--- src/rtl/demux4b_1_to_2.sv ---
// demux4b_1_to_2: steers 4-bit words from one valid/ready input stream to
// one of two output streams. Each output owns an independent 2-entry FIFO.
//
// Ports:
//   clk, rst_n               clock; asynchronous active-low reset
//   in_data[3:0]             word to steer
//   in_sel                   destination (0 = port 0, 1 = port 1)
//   in_valid / in_ready      input handshake; in_ready = !full of selected FIFO
//   outN_data[3:0]           head word of FIFO N (0 when empty)
//   outN_valid / outN_ready  output handshake for FIFO N
//   outN_cnt[7:0]            saturating delivered-word counter for port N
//
// Configuration macro: DEMUX4B_XFER_CNT_EN
//   defined   -> outN_cnt counts pops on port N, saturating at 8'hFF
//   undefined -> no counter registers; outN_cnt tied to 8'h00
module demux4b_1_to_2 (
  input  logic       clk,
  input  logic       rst_n,
  input  logic [3:0] in_data,
  input  logic       in_sel,
  input  logic       in_valid,
  output logic       in_ready,
  output logic [3:0] out0_data,
  output logic       out0_valid,
  input  logic       out0_ready,
  output logic [7:0] out0_cnt,
  output logic [3:0] out1_data,
  output logic       out1_valid,
  input  logic       out1_ready,
  output logic [7:0] out1_cnt
);

  logic [1:0] full;
  logic [1:0] valid;
  logic [1:0] out_ready;
  logic [1:0] pop;
  logic [3:0] head [2];

  assign out_ready = {out1_ready, out0_ready};

  // Ready depends only on the selected FIFO's fullness, never on the
  // consumer side, so a pop in the same cycle cannot free a full FIFO.
  assign in_ready = !full[in_sel];

  for (genvar g = 0; g < 2; g++) begin : g_fifo
    logic [3:0] mem [2];
    logic       wr_ptr;
    logic       rd_ptr;
    logic [1:0] occ;
    logic       push;

    assign push     = in_valid && in_ready && (in_sel == 1'(g));
    assign valid[g] = (occ != 2'd0);
    assign full[g]  = (occ == 2'd2);
    assign pop[g]   = valid[g] && out_ready[g];
    assign head[g]  = valid[g] ? mem[rd_ptr] : '0;

    always_ff @(posedge clk or negedge rst_n) begin
      if (!rst_n) begin
        wr_ptr <= 1'b0;
        rd_ptr <= 1'b0;
        occ    <= 2'd0;
      end else begin
        if (push) wr_ptr <= !wr_ptr;
        if (pop[g]) rd_ptr <= !rd_ptr;
        case ({push, pop[g]})
          2'b10:   occ <= occ + 2'd1;
          2'b01:   occ <= occ - 2'd1;
          default: occ <= occ;
        endcase
      end
    end

    // Storage needs no reset: contents are only visible while occ != 0.
    always_ff @(posedge clk) begin
      if (push) mem[wr_ptr] <= in_data;
    end
  end

  assign out0_valid = valid[0];
  assign out1_valid = valid[1];
  assign out0_data  = head[0];
  assign out1_data  = head[1];

`ifdef DEMUX4B_XFER_CNT_EN
  logic [7:0] cnt [2];

  always_ff @(posedge clk or negedge rst_n) begin
    if (!rst_n) begin
      cnt[0] <= '0;
      cnt[1] <= '0;
    end else begin
      for (int unsigned p = 0; p < 2; p++) begin
        if (pop[p] && (cnt[p] != '1)) cnt[p] <= cnt[p] + 8'd1;
      end
    end
  end

  assign out0_cnt = cnt[0];
  assign out1_cnt = cnt[1];
`else
  assign out0_cnt = '0;
  assign out1_cnt = '0;
`endif

endmodule

--- config.mk ---
export PLATFORM = sky130hd
export DESIGN_NAME = demux4b_1_to_2
export DESIGN_NICKNAME = d
export VERILOG_FILES = /design/src/rtl/demux4b_1_to_2.sv
export SDC_FILE = /design/constraint.sdc
export NUM_CORES = 1
export LEC_CHECK = 0
export BUFFER_PORTS_ARGS = -buffer_cell sky130_fd_sc_hd__buf_2
export CAP_MARGIN = 20
export CORE_MARGIN = 5
export CORE_UTILIZATION = 44
export DETAILED_ROUTE_END_ITERATION = 12
export GPL_TIMING_DRIVEN = 0
export PLACE_DENSITY_LB_ADDON = 0.08
export SYNTH_ARGS = -nofsm -noshare
export SYNTH_HDL_FRONTEND = slang
export SYNTH_SLANG_ARGS = --single-unit
--- constraint.sdc ---
create_clock -name clk -period 1.4 [get_ports clk]
set_input_delay 0.14 -clock clk [delete_from_list [all_inputs] [get_ports clk]]
set_output_delay 0.14 -clock clk [all_outputs]
set_load 0.01 [all_outputs]
==> results.toml <==
[layout]
area_delta_synth_final_pct = 41.70
final_area_mm2 = 0.001645
postLayoutCoreUtil = 0.6582
fillerInstances = 203
regArea_um2 = 684.4
nets = 150
num_antenna_cells = 0
drive_above_1_share = 0.5547
multi_input_area_um2 = 539.3
finalNonFillerCells = 167

[cts]
cts_tree = "yes"
cts_sinks = 24
numCtsBuffers = 3
cts_root_buffer = "clkbuf_4"
worstSkewPairLatency_ns = 0.30
cts.clk_slew.worst_paths_ns = 0.12
htree_levels = 1
cts_buffer_depth = 2

[synth]
netlist_area_mm2 = 0.001161
synth-seq-cells = 24
synthDistinctLibCells = 18
yosysWarnings = 0
synth_cells = 90
syn_area_per_cell_um2 = 12.90
yosysSeqAreaShare = 0.5862

[sta]
clock_skew_ns = 0.002524
drv_slew = 0
hold_ws_ns = 0.05533
period_share = 1.030
setup_viol = 1
finalHoldViolCount = 0
fmax_mhz = 693.2
rsz0062_at_grt = "yes"
tns_ns = -0.04259
setup_ws_ns = -0.04259
fin_crit_ns = 1.443

[critical_path]
slowest_stage = "dfrtp_1"
ff2ff_path_depth = 6
cp-start-kind = "flop"
max_stage_delay_ns = 0.45
critical_path_class = "reg -> out"
critPathCaptureType = "output port"
cp.arrival_ns = 1.30
rrSetupSlack_ns = 0.03
reg2reg_to = "g_fifo[1].occ[1]"
crit_fanout = 3
cp-startpoint = "g_fifo[0].occ[0]"
critPathRequiredTime_ns = 1.26
timing.rr.start = "g_fifo[1].occ[0]"
cp-endpoint = "in_ready"
cp_cell_sequence = "nand2b_4 -> mux2_2 -> buf_6"

[floorplanning]
dieArea_mm2 = 0.003766
fp.dieW_um = 61.37
start_util = 0.4645
dieHeight_um = 61.37
row_count = 18
pin_count = 37
core_mm2 = 0.002500

[routing]
via_per_inst = 4.228
via_count = 706
drtIter0Drc = 5
post_drt_wl_per_cell_um = 11.68
drc_errors = 0
firstDrtPassIters = 2
finalWirelength_mm = 1.951
drtAntennaViolNets = 0

[min_path]
hp-start = "in_data[1]"
hp-class = "in -> reg"

[placement]
globalplace.congestion = 0.6997
dpl.cell_count = 155
place_ws_ns = -0.09256
hpwlAfterDp_mm = 1.384
port-buffer-count = 20
place_area_mm2 = 0.001355

[pwr]
vdd.ir_drop.worst_mv = 1.234
leakage_nw = 0.7299
powerDensity_mw_per_mm2 = 1901
power_mw = 3.127

[grt]
grt_max_degree = 14
antenna_found_initial = 0
grt_pass1_wl_mm = 2.842
track_usage = 0.1050
grt_pass1_vias = 639
gr-total-overflow = 0

[status]
outcome = "finished with violations"
failed_checks = "negative setup slack"

[flow_run]
drv_cap = 0
[placed cells by master (no fill, tap or decap), types with 4 or more instances in the layout]
cell       n
buf_4     22
conb_1    16
edfxtp_1  16
buf_2     16
buf_6      6
nor2_2     6
nor2_4     5
nor2_1     5
xnor2_1    5
dfrtp_1    5
inv_1      4
mux2i_1    4
mux2i_4    4
xor2_1     4
[flip-flops by register name, summed over array words and instances (netlist names)]
signal,flops
g_fifo.mem,16
g_fifo.occ,4
g_fifo.rd_ptr,2
g_fifo.wr_ptr,2
[power breakdown]
part,switching [mW],internal (mW),leakage [nW]
clock,0.191,0.111,0.0150
combinational,0.753,0.949,0.478
sequential,0.163,0.961,0.237
total,1.11,2.02,0.730
[cell usage after synthesis]
cell type / n / area share
mux2i_1: 8 / 0.069
nand2b_2: 1 / 0.0075
dfrtp_1: 8 / 0.17
xnor2_1: 6 / 0.045
ha_1: 2 / 0.022
nand2b_1: 1 / 0.0054
xor2_1: 4 / 0.030
nand3b_4: 1 / 0.017
conb_1: 1 / 0.0032
nor2b_2: 2 / 0.015
buf_4: 16 / 0.10
edfxtp_1: 16 / 0.41
buf_2: 2 / 0.0086
nand3_2: 1 / 0.0086
inv_1: 4 / 0.013
mux2_2: 1 / 0.0097
nor2_2: 2 / 0.011
nor2_1: 14 / 0.045
[layout make-up]
cell class	count	share of cell area
plain buffers	18	0.08669
clock buffers	4	0.01597
inverters	4	0.009125
multi-input cells	59	0.3278
flip-flops and latches	24	0.4160
well taps	30	0.02281
repair buffers	28	0.1217
[per-layer routing]
metal | vias to the layer above | track usage | part of all wire
li1 | 362 | - | -
met1 | 314 | 0.1287 | 0.39
met2 | 28 | 0.1813 | 0.49
met3 | 2 | 0.02516 | 0.11
met4 | 0 | 0.03636 | 0.0067
met5 | - | 0 | 0
[kinds of logic (layout without fill, tap and decap cells)]
kind of cell	count (synthesis)	count (layout)	synth area share
fa+ha+maj	2	2	0.02155
simple gates	22	22	0.1099
flops	24	24	0.5862
buf+inv	22	54	0.1250
mux	9	9	0.07867
other cells	1	16	0.003230
xor+xnor	10	10	0.07543
[critical path: cells and delay by family, from the launching register on]
kind                   cells  cell delay, ns
DFF                        1            0.45
muxes                      1            0.26
and+or+nand+nor            1            0.17
buffers and inverters      1            0.12
[worst min path at each step]
| stage | end | slack [ns] | depth (start not counted) |
|---|---|---|---|
| after floorplan | g_fifo[0].occ[0] | -0.16 | 0 |
| after global placement | g_fifo[1].occ[0] | -0.007 | 1 |
| after detailed placement | g_fifo[1].occ[0] | -0.007 | 1 |
| after CTS | g_fifo[0].mem[1][1] | 0.06 | 1 |
| after global routing | g_fifo[0].mem[1][1] | 0.06 | 1 |
| final | g_fifo[0].mem[1][1] | 0.06 | 1 |
[timing repair]
item,4_1_cts,5_1_grt
gates resized for setup,9,33
hold buffers,1,0
endpoints found under the setup margin,12,19
hold endpoints to repair,8,0
buffers inserted,3,4
pin swaps,2,7
Note: power is estimated with default switching activity, not from simulation.
